--- config.mk ---
export PLATFORM = sky130hd
export DESIGN_NAME = vga_timing_pipe
export DESIGN_NICKNAME = d
export VERILOG_FILES = /design/src/rtl/vga_timing_pipe.sv
export SDC_FILE = /design/constraint.sdc
export NUM_CORES = 1
export LEC_CHECK = 0
export ABC_AREA = 0
export CAP_MARGIN = 20
export CORE_AREA = 5 5 65 67
export DETAILED_ROUTE_END_ITERATION = 10
export DIE_AREA = 0 0 70 72
export HOLD_SLACK_MARGIN = 0.08
export PLACE_DENSITY = 0.8
export SYNTH_ARGS = -nofsm -noshare
export SYNTH_HDL_FRONTEND = slang
export SYNTH_SLANG_ARGS = --single-unit
--- constraint.sdc ---
create_clock -name i_Clk -period 4.8 [get_ports i_Clk]
set_input_delay 0.72 -clock i_Clk [delete_from_list [all_inputs] [get_ports i_Clk]]
set_output_delay 0.72 -clock i_Clk [all_outputs]
set_load 0.02 [all_outputs]
--- src/rtl/vga_timing_pipe.sv ---
// VGA timing generator: column/row counters, sync/active decode, and a
// configurable delay so sync and blanking line up with a pipelined renderer.

module vga_blank_lane #(
  parameter int VEC_W = 3
) (
  input  logic             gclk,
  input  logic             grst_n,
  input  logic             act,
  input  logic [VEC_W-1:0] vid_in,
  output logic [VEC_W-1:0] vid_out
);
  always_ff @(posedge gclk or negedge grst_n) begin
    if (!grst_n) vid_out <= '0;
    else         vid_out <= act ? vid_in : '0;
  end
endmodule

module vga_timing_pipe #(
  parameter int VIDEO_WIDTH   = 3,
  parameter int ACTIVE_COLS   = 640,
  parameter int H_FRONT_PORCH = 16,
  parameter int H_SYNC        = 96,
  parameter int H_BACK_PORCH  = 48,
  parameter int ACTIVE_ROWS   = 480,
  parameter int V_FRONT_PORCH = 10,
  parameter int V_SYNC        = 2,
  parameter int V_BACK_PORCH  = 33,
  parameter bit HSYNC_POL     = 1'b0,
  parameter bit VSYNC_POL     = 1'b0,
  parameter int PIPE_DELAY    = 2,
  localparam int TOTAL_COLS = ACTIVE_COLS + H_FRONT_PORCH + H_SYNC + H_BACK_PORCH,
  localparam int TOTAL_ROWS = ACTIVE_ROWS + V_FRONT_PORCH + V_SYNC + V_BACK_PORCH,
  localparam int CW = $clog2(TOTAL_COLS),
  localparam int RW = $clog2(TOTAL_ROWS)
) (
  input  logic                   i_Clk,
  input  logic                   i_Rst_L,
  input  logic                   i_Enable,
  output logic [CW-1:0]          o_Col_Count,
  output logic [RW-1:0]          o_Row_Count,
  output logic                   o_Line_Start,
  output logic                   o_Frame_Start,
  input  logic [VIDEO_WIDTH-1:0] i_Red_Video,
  input  logic [VIDEO_WIDTH-1:0] i_Grn_Video,
  input  logic [VIDEO_WIDTH-1:0] i_Blu_Video,
  output logic                   o_HSync,
  output logic                   o_VSync,
  output logic                   o_Active,
  output logic [VIDEO_WIDTH-1:0] o_Red_Video,
  output logic [VIDEO_WIDTH-1:0] o_Grn_Video,
  output logic [VIDEO_WIDTH-1:0] o_Blu_Video
);

  localparam int NUM_LANES = 3;

  localparam logic [CW-1:0] COL_LAST = CW'(TOTAL_COLS - 1);
  localparam logic [RW-1:0] ROW_LAST = RW'(TOTAL_ROWS - 1);
  localparam logic [CW-1:0] COL_ACT  = CW'(ACTIVE_COLS);
  localparam logic [RW-1:0] ROW_ACT  = RW'(ACTIVE_ROWS);
  localparam logic [CW-1:0] HS_BEG   = CW'(ACTIVE_COLS + H_FRONT_PORCH);
  localparam logic [CW-1:0] HS_END   = CW'(ACTIVE_COLS + H_FRONT_PORCH + H_SYNC);
  localparam logic [RW-1:0] VS_BEG   = RW'(ACTIVE_ROWS + V_FRONT_PORCH);
  localparam logic [RW-1:0] VS_END   = RW'(ACTIVE_ROWS + V_FRONT_PORCH + V_SYNC);

  if (PIPE_DELAY < 0 || PIPE_DELAY > 8) begin : g_bad_delay
    $error("vga_timing_pipe: PIPE_DELAY must be 0..8");
  end
  if (VIDEO_WIDTH == 0 || ACTIVE_COLS == 0 || H_FRONT_PORCH == 0 || H_SYNC == 0 ||
      H_BACK_PORCH == 0 || ACTIVE_ROWS == 0 || V_FRONT_PORCH == 0 || V_SYNC == 0 ||
      V_BACK_PORCH == 0) begin : g_bad_zero
    $error("vga_timing_pipe: timing parameters must be non-zero");
  end

  typedef struct packed {
    logic hs;
    logic vs;
    logic act;
  } sync_t;

  logic [CW-1:0] col;
  logic [RW-1:0] row;
  logic          run;
  sync_t         dec;
  sync_t         tap;

  // Strobes and decode are qualified by run so a held/idle block reads as blank.
  assign run = i_Enable & i_Rst_L;

  always_ff @(posedge i_Clk or negedge i_Rst_L) begin
    if (!i_Rst_L) begin
      col <= '0;
      row <= '0;
    end else if (!i_Enable) begin
      col <= '0;
      row <= '0;
    end else if (col == COL_LAST) begin
      col <= '0;
      row <= (row == ROW_LAST) ? '0 : row + RW'(1);
    end else begin
      col <= col + CW'(1);
    end
  end

  assign o_Col_Count   = col;
  assign o_Row_Count   = row;
  assign o_Line_Start  = run && (col == '0);
  assign o_Frame_Start = run && (col == '0) && (row == '0);

  always_comb begin
    dec     = '0;
    dec.hs  = run && (col >= HS_BEG) && (col < HS_END);
    dec.vs  = run && (row >= VS_BEG) && (row < VS_END);
    dec.act = run && (col < COL_ACT) && (row < ROW_ACT);
  end

  if (PIPE_DELAY == 0) begin : g_no_pipe
    assign tap = dec;
  end else begin : g_pipe
    sync_t [PIPE_DELAY-1:0] sync_pipe;
    always_ff @(posedge i_Clk or negedge i_Rst_L) begin
      if (!i_Rst_L) begin
        sync_pipe <= '0;
      end else begin
        sync_pipe[0] <= dec;
        for (int i = 1; i < PIPE_DELAY; i++) sync_pipe[i] <= sync_pipe[i-1];
      end
    end
    assign tap = sync_pipe[PIPE_DELAY-1];
  end

  always_ff @(posedge i_Clk or negedge i_Rst_L) begin
    if (!i_Rst_L) begin
      o_HSync  <= ~HSYNC_POL;
      o_VSync  <= ~VSYNC_POL;
      o_Active <= 1'b0;
    end else begin
      o_HSync  <= tap.hs ? HSYNC_POL : ~HSYNC_POL;
      o_VSync  <= tap.vs ? VSYNC_POL : ~VSYNC_POL;
      o_Active <= tap.act;
    end
  end

  // Lane 0 = red, 1 = green, 2 = blue; video is captured alongside the aligned flags.
  logic [NUM_LANES-1:0][VIDEO_WIDTH-1:0] vid_in, vid_out;
  assign vid_in = {i_Blu_Video, i_Grn_Video, i_Red_Video};

  for (genvar l = 0; l < NUM_LANES; l++) begin : g_lane
    vga_blank_lane #(.VEC_W(VIDEO_WIDTH)) u_lane (
      .gclk    (i_Clk),
      .grst_n  (i_Rst_L),
      .act     (tap.act),
      .vid_in  (vid_in[l]),
      .vid_out (vid_out[l])
    );
  end

  assign o_Red_Video = vid_out[0];
  assign o_Grn_Video = vid_out[1];
  assign o_Blu_Video = vid_out[2];

endmodule

# Word level (Yosys, flattened, before mapping)
# Cells that the tools add are included.
dict set report word_totals {
  regBits 38
  wordCells 46
}
dict set report classes {
  n_addsub 2
  n_lt_le_gt_ge 6
  n_eq_ne 3
  n_mux 10
  bitwise_logic 1
  reduce_logical 10
}
# op n
set ops {}
lappend ops {{$mux 10} 5}
lappend ops {{$add 10x1->10 const B} 2}
lappend ops {{$eq 10x10->1 const B} 2}
lappend ops {{$logic_not 10->1} 2}
lappend ops {{$lt 10x10->1 const B} 2}
lappend ops {{$lt 10x9->1 const B} 2}
lappend ops {{$ge 10x10->1 const B} 1}
lappend ops {{$ge 10x9->1 const B} 1}
lappend ops {{$mux 3} 3}
lappend ops {{$logic_and 1x1->1} 8}
lappend ops {{$mux 1} 2}
lappend ops {{$ne 2x1->1 const B} 1}
lappend ops {{$and 1x1->1} 1}

# Depth between registers and ports, before layout
# Gate-level depths: netlist of run 1.
dict set report logic_depth {
  depth_word 4
  ltp_mapped 6
}

# By module
# Synthesis of run 1 repeated with hierarchy kept, for this count alone.
dict set report unflattened {
  hier_cells 161
  hier_area_um2 1715.4
}
# module n_inst cells_each area_per_inst_um2 seq_area_each_um2
set modules_own_cells {}
lappend modules_own_cells {vga_timing_pipe 1 143 1433.9 728.2}
lappend modules_own_cells {vga_blank_lane 3 6 93.8 75.1}

# Least setup slack after synthesis of run 1
# Ideal clock, no wire load.
dict set report synth_path {
  kind {reg-to-output}
  startpoint {reg col[0], in the netlist o_Col_Count[0]}
  endpoint {out o_Frame_Start}
  arrival_time_ps 1875
  t_required_ps 4080
  slack_ps 2205
  stages_incl_launch_ff 7
  path_buffers 0
  cell_sequence {dfrtp_1 > inv_1 > ha_1 > nor4b_1 > nand2_1 > nor3_1 > and4_1}
}
dict set report synth_via {
  elab_chain_cells 3
}
# item line_no
set synth_rtl {}
lappend synth_rtl {{start: declaration} 81} ;# logic [CW-1:0] col;
lappend synth_rtl {{start signal: assignment} 101} ;# col <= col + CW'(1);
lappend synth_rtl {{$logic_not 10->1} -}
lappend synth_rtl {{$logic_and 1x1->1} -}
lappend synth_rtl {{named net o_Line_Start} 42} ;# output logic o_Line_Start,
lappend synth_rtl {{$logic_and 1x1->1} 108} ;# assign o_Frame_Start = run && (col == '0) && (row == '0);
lappend synth_rtl {{end: declaration} 43} ;# output logic o_Frame_Start,
# The timed path passes the listed nets, and every way through them passes these cells.

# Worst setup path after layout of run 1
dict set report layout_path {
  startpoint {in i_Rst_L}
  endpoint {out o_Frame_Start}
}
dict set report layout_via {
  elab_chain_cells 3
}
# item line_no
set layout_rtl {}
lappend layout_rtl {{start: declaration} 38} ;# input logic i_Rst_L,
lappend layout_rtl {{$and 1x1->1} 88} ;# assign run = i_Enable & i_Rst_L;
lappend layout_rtl {{$logic_and 1x1->1 (2 in a row)} 108}
# Every way passes these cells.

==> impl_metrics.py, run 1 <==
metrics = {
    "outcome": {
        "status": "completed",
    },
    "yosys": {
        "avgSynthCellArea_um2": 10.3,
        "yosys.cell_count.top_type": "dfrtp_1",
        "ys_ff_latch": 38,
        "ys_warn_count": 0,
        "synthTopCellsByArea": "dfrtp_1, ha_1, and2_1",
        "synth.distinct_cells": 36,
        "synthTopCellsByCount": "dfrtp_1, nand2_1, nor2_1, nand3_1",
        "synth_ff_type": "dfrtp_1",
        "ys_seq_area_share_pct": 55.5,
        "async_reset_ff_share_pct": 100,
        "syn_nets": 183,
        "synth_area_mm2": 0.00172,
        "postSynthCellCount": 166,
        "yosysTopAreaCellShare_pct": 52.4,
        "synth-edff-count": 0,
        "yosys.area.top_type": "dfrtp_1",
    },
    "die": {
        "core_area_mm2": 0.00358,
        "die_h_um": 72,
        "num_io_pins": 46,
        "row_count": 22,
        "dieArea_mm2": 0.00504,
        "start_util_pct": 48.0,
        "die_w_um": 70,
    },
    "layout": {
        "nets": 231,
        "n_antenna_cell": 0,
        "final_util_pct": 64.7,
        "drive_gt1_share_pct": 8.37,
        "syn_to_final_growth_pct": 34.7,
        "fillers": 304,
    },
    "job": {
        "cap_violations": 0,
    },
    "clock_network": {
        "cts_buffers": 5,
        "clk_latency_ns": 0.35,
        "cts_root_buffer": "clkbuf_4",
        "clk_path_buf_depth": 2,
        "hold_buffers": 0,
        "cts_tree": "built",
        "ctsResizeCount": 0,
        "clk_pin_slew_ns": 0.11,
        "clock_sinks": 38,
        "postCtsSetupBuffers": 0,
        "htree_levels": 2,
    },
    "timing": {
        "min_period_ns": 3.27,
        "worst_pin_slew_ns": 1.14,
        "clock_skew_ns": 0.0108,
        "slew_headroom_pct": 23.0,
        "rsz0062_at_grt": "false",
        "hold_viol": 0,
        "max_freq_mhz": 306,
        "finalCritPeriodShare_pct": 68.1,
        "tns_ns": 0,
        "final_max_slew_viol_count": 0,
        "setup-violations-final": 0,
    },
    "worst_setup_path": {
        "crit_slowest_cell": "clkdlybuf4s50_1",
        "worstReg2RegEnd": "o_Row_Count[5]",
        "crit_path_start_kind": "primary input",
        "cpPeakStageDelay_ns": 0.62,
        "r2r_slack_ns": 2.51,
        "critical_path_class": "in2out",
        "endpoint_kind": "output pin",
        "cp_data_required_time_ns": 4.08,
        "crit_buf_inv": 3,
        "r2r_start": "o_Col_Count[0]",
        "path_depth": 6,
        "crit_path_max_fanout": 39,
        "worstPathCellList": "buf_2 > buf_4 > nand2_1 > nor3_1 > and4_1 > clkdlybuf4s50_1",
        "crit_arrival_ns": 2.55,
        "path_delay_family": "buffers and inverters",
        "r2r_cells": 5,
    },
    "global_route": {
        "overflow": 0,
        "grt_first_pass_wirelength_mm": 6.47,
        "grt_max_degree": 40,
        "grt_pass1_vias": 1381,
        "grt_usage_pct": 16.1,
        "antenna_found_initial": 0,
    },
    "place": {
        "portBuffers": 45,
        "dpl.hpwl_mm": 2.72,
        "gp_congestion": 0.817,
    },
    "worst_hold_path": {
        "worstHoldStart": "g_pipe.sync_pipe[5]",
        "hold_path_class": "reg2reg",
        "hold_depth": 1,
        "hold-path-endpoint": "o_HSync",
    },
    "detailed_routing": {
        "vias_per_cell": 5.48,
        "antenna_left": 0,
        "routed_wl_mm": 3.87,
        "drt-initial-drc-count": 63,
        "num_vias": 1441,
        "dr.pass1.iters": 4,
        "routedWlPerCell_um": 14.7,
        "drc_errors": 0,
    },
    "power": {
        "ir_drop_v": 0.000154,
        "p_leak_nw": 0.956,
        "power_density_mw_per_mm2": 281,
    },
}
power by group:
group / internal, mW / switching (mW) / leakage (nW)
combinational: 0.0240 / 0.0257 / 0.387
clock: 0.163 / 0.106 / 0.0554
sequential: 0.326 / 0.00508 / 0.514
per-stage QoR:
step                      setup slack [ns]  power [mW]  area, µm²  hold slack [ns]  cells
after detailed placement              1.51       0.388       2210            0.340    255
final                                 1.53       0.650       2310            0.361    263
after global routing                  1.36       0.677       2310            0.369    263
after global placement                1.58       0.387       2210            0.334    255
after floorplan                       2.21       0.355       1720            0.331    166
after CTS                             1.49       0.660       2310            0.362    263
area by class of cell:
type,count,area (µm²),area share (%)
sequential,38,953,41.2
multi-input combinational,114,708,30.6
timing repair buffer,46,453,19.6
clock inverter,3,68.8,2.97
tap,48,60.1,2.59
clock buffer,5,37.5,1.62
inverter,9,33.8,1.46
metal layers:
| metal | share of wire, % | GRT usage, % | vias up |
|---|---|---|---|
| li1 | - | - | 686 |
| met1 | 43 | 20.4 | 672 |
| met2 | 46 | 25.3 | 77 |
| met3 | 10 | 5.54 | 6 |
| met4 | 1.2 | 6.38 | 0 |
| met5 | 0 | 0 | - |
sequential cells by signal, summed over array words and instances (netlist names):
register               flops
o_HSync                    1
o_VSync                    1
g_lane.u_lane.vid_out      9
o_Row_Count               10
g_pipe.sync_pipe           6
o_Active                   1
o_Col_Count               10
how the worst max path moves through the flow:
| stage | from | end | slack [ns] |
|---|---|---|---|
| after floorplan | o_Col_Count[0] | o_Frame_Start | 2.21 |
| after global placement | i_Rst_L | o_Frame_Start | 1.58 |
| after detailed placement | i_Rst_L | o_Frame_Start | 1.51 |
| after CTS | i_Rst_L | o_Frame_Start | 1.49 |
| after global routing | i_Rst_L | o_Frame_Start | 1.36 |
| final | i_Rst_L | o_Frame_Start | 1.53 |
logic make-up (layout without fill, tap and decap cells):
logic type,Yosys count,after routing,synth area share (%)
simple gates,77,77,25.4
flops,38,38,55.5
compound gates,25,25,8.59
buf+inv,14,63,3.28
xor+xnor,7,7,3.57
fa+ha+maj,5,5,3.64
worst register-to-register path: stages, from the launching register on:
cell,delay (ns)
dfrtp_1,0.45
ha_1,0.24
nand3_1,0.12
nor4_1,0.94
nand4b_1,0.23
a21oi_1,0.23
layout by cell type (no fill, tap or decap), types with 3 or more instances in the layout:
| cell | n |
|---|---|
| nor3_1 | 5 |
| xor2_1 | 3 |
| o21ai_0 | 6 |
| clkbuf_4 | 5 |
| and3_1 | 5 |
| nor2_1 | 11 |
| o31ai_1 | 3 |
| clkdlybuf4s50_1 | 44 |
| nand2_1 | 13 |
| inv_1 | 9 |
| a21oi_1 | 9 |
| a31oi_1 | 3 |
| nand3_1 | 10 |
| nor4_1 | 5 |
| dfrtp_1 | 36 |
| xnor2_1 | 4 |
| ha_1 | 5 |
| nand4b_1 | 4 |
| and2_1 | 9 |
Power figures use the tool's default switching activity.
==> run 2, diff against run 1 <==
--- a/config.mk
+++ b/config.mk
@@ -7,11 +7,11 @@
 export LEC_CHECK = 0
 export ABC_AREA = 0
 export CAP_MARGIN = 20
-export CORE_AREA = 5 5 65 67
+export CORE_AREA = 5 5 67 69
 export DETAILED_ROUTE_END_ITERATION = 10
-export DIE_AREA = 0 0 70 72
+export DIE_AREA = 0 0 72 74
 export HOLD_SLACK_MARGIN = 0.08
-export PLACE_DENSITY = 0.8
+export PLACE_DENSITY = 0.76
 export SYNTH_ARGS = -nofsm -noshare
 export SYNTH_HDL_FRONTEND = slang
 export SYNTH_SLANG_ARGS = --single-unit
==> constraint.sdc (replaced) <==
create_clock -name i_Clk -period 3.24 [get_ports i_Clk]
set_input_delay 0.486 -clock i_Clk [delete_from_list [all_inputs] [get_ports i_Clk]]
set_output_delay 0.486 -clock i_Clk [all_outputs]
set_load 0.02 [all_outputs]
==> run 2 against run 1 <==
Against the previous run:
- worst setup slack lost 1.1 ns
- sequential share of layout area is essentially flat
- die area grew 5.7%
- final cell count grew 1.5%
- register-to-register slack lost 1.4 ns
- routed wire length grew 1.5%
- combinational power grew 47%
- critical path depth grew 1
- largest power group unchanged
==> impl_metrics.py, run 2 (synthesis results as in run 1) <==
metrics = {
    "global_route": {
        "grt_max_degree": 39,
        "antenna_found_initial": 0,
        "grt_first_pass_wirelength_mm": 6.77,
        "overflow": 0,
        "grt_usage_pct": 16.7,
        "grt_pass1_vias": 1387,
    },
    "clock_network": {
        "htree_levels": 2,
        "ctsResizeCount": 0,
        "cts_tree": "built",
        "clk_path_buf_depth": 2,
        "cts_root_buffer": "clkbuf_8",
        "hold_buffers": 0,
        "clk_latency_ns": 0.29,
        "cts_buffers": 5,
        "clock_sinks": 38,
        "clk_pin_slew_ns": 0.07,
        "postCtsSetupBuffers": 0,
    },
    "place": {
        "gp_congestion": 0.816,
        "dp_worst_setup_slack_ns": 0.502,
        "portBuffers": 45,
        "dpl.hpwl_mm": 2.69,
    },
    "worst_setup_path": {
        "critical_path_class": "reg2out",
        "crit_buf_inv": 2,
        "worstReg2RegEnd": "o_Row_Count[7]",
        "endpoint_kind": "output pin",
        "crit_slowest_cell": "clkdlybuf4s50_1",
        "r2r_start": "o_Col_Count[0]",
        "r2r_cells": 5,
        "r2r_slack_ns": 1.09,
        "crit_arrival_ns": 2.31,
        "cp_data_required_time_ns": 2.75,
        "worstPathCellList": "inv_1 > ha_1 > nor4b_1 > nand2_1 > nor3_1 > and4_1 > clkdlybuf4s50_1",
        "crit_path_start_kind": "flop",
        "cpPeakStageDelay_ns": 0.61,
        "crit_path_max_fanout": 6,
        "path_delay_family": "simple AND/OR/NAND/NOR gates",
    },
    "die": {
        "die_w_um": 72,
        "row_count": 23,
        "die_h_um": 74,
        "dieArea_mm2": 0.00533,
        "num_io_pins": 46,
        "start_util_pct": 44.5,
        "core_area_mm2": 0.00386,
    },
    "job": {
        "cap_violations": 0,
    },
    "timing": {
        "setup_ws_ns": 0.448,
        "tns_ns": 0,
        "finalCritPeriodShare_pct": 86.2,
        "final_max_slew_viol_count": 0,
        "max_freq_mhz": 358,
        "clock_skew_ns": 0.00689,
        "hold_viol": 0,
        "slew_headroom_pct": 68.6,
        "rsz0062_at_grt": "false",
        "worst_pin_slew_ns": 0.471,
        "min_period_ns": 2.79,
        "setup-violations-final": 0,
    },
    "worst_hold_path": {
        "hold_path_class": "in2async",
    },
    "outcome": {
        "status": "completed",
    },
    "power": {
        "ir_drop_v": 0.000220,
        "p_leak_nw": 0.955,
        "power_density_mw_per_mm2": 387,
        "power_mw": 0.895,
    },
    "layout": {
        "final_common_cell": "clkdlybuf4s50_1",
        "syn_to_final_growth_pct": 34.8,
        "final_util_pct": 60.1,
        "drive_gt1_share_pct": 8.29,
        "nets": 233,
        "final_cell_mix": "clkdlybuf4s50_1, dfrtp_1, nand2_1",
        "n_antenna_cell": 0,
    },
    "detailed_routing": {
        "drc_errors": 0,
        "drt-initial-drc-count": 89,
        "vias_per_cell": 5.31,
        "antenna_left": 0,
        "dr.pass1.iters": 4,
        "num_vias": 1417,
        "routedWlPerCell_um": 14.7,
        "routed_wl_mm": 3.93,
    },
}
-- run 2: cell count changes in the layout (fill, tap and decap cells not counted) --
cell | before | now
buf_4 | 1 | 3
clkbuf_4 | 5 | 0
clkinv_4 | 1 | 0
bufinv_16 | 2 | 0
clkbuf_1 | 0 | 2
clkbuf_8 | 0 | 6
-- run 2: how the worst max path moves through the flow --
stage	startpoint	to	cells past startpoint
2_1_floorplan	o_Col_Count[0]	o_Frame_Start	6
3_3_place_gp	i_Enable	o_Frame_Start	5
3_5_place_dp	i_Enable	o_Frame_Start	5
4_1_cts	o_Col_Count[0]	o_Frame_Start	7
5_1_grt	o_Col_Count[0]	o_Frame_Start	7
6_report	o_Col_Count[0]	o_Frame_Start	7
-- run 2: routing by layer --
| layer | vias to the layer above | share of wire, % | track usage, % |
|---|---|---|---|
| met5 | - | 0 | 0 |
| met2 | 47 | 46 | 25.6 |
| met4 | 0 | 1.9 | 7.72 |
| li1 | 684 | - | - |
| met1 | 680 | 47 | 22.4 |
| met3 | 6 | 5.6 | 4.32 |
-- run 2: final cells by class --
class	count	area (µm²)
clock buffer	8	90.1
fill	350	1540
multi-input combinational	114	708
inverter	9	33.8
sequential	38	953
timing repair buffer	48	468
tap	50	62.6
-- run 2: through the flow --
step	cells	hold WS (ns)	instance area [µm²]
3_5_place_dp	259	0.337	2230
6_report	267	0.255	2320
5_1_grt	267	0.310	2320
2_1_floorplan	166	0.190	1720
4_1_cts	267	0.278	2320
3_3_place_gp	259	0.334	2230
-- run 2: power breakdown --
group	switching, mW	internal, mW
registers	0.00696	0.483
clock network	0.158	0.174
logic	0.0377	0.0356
total	0.203	0.693
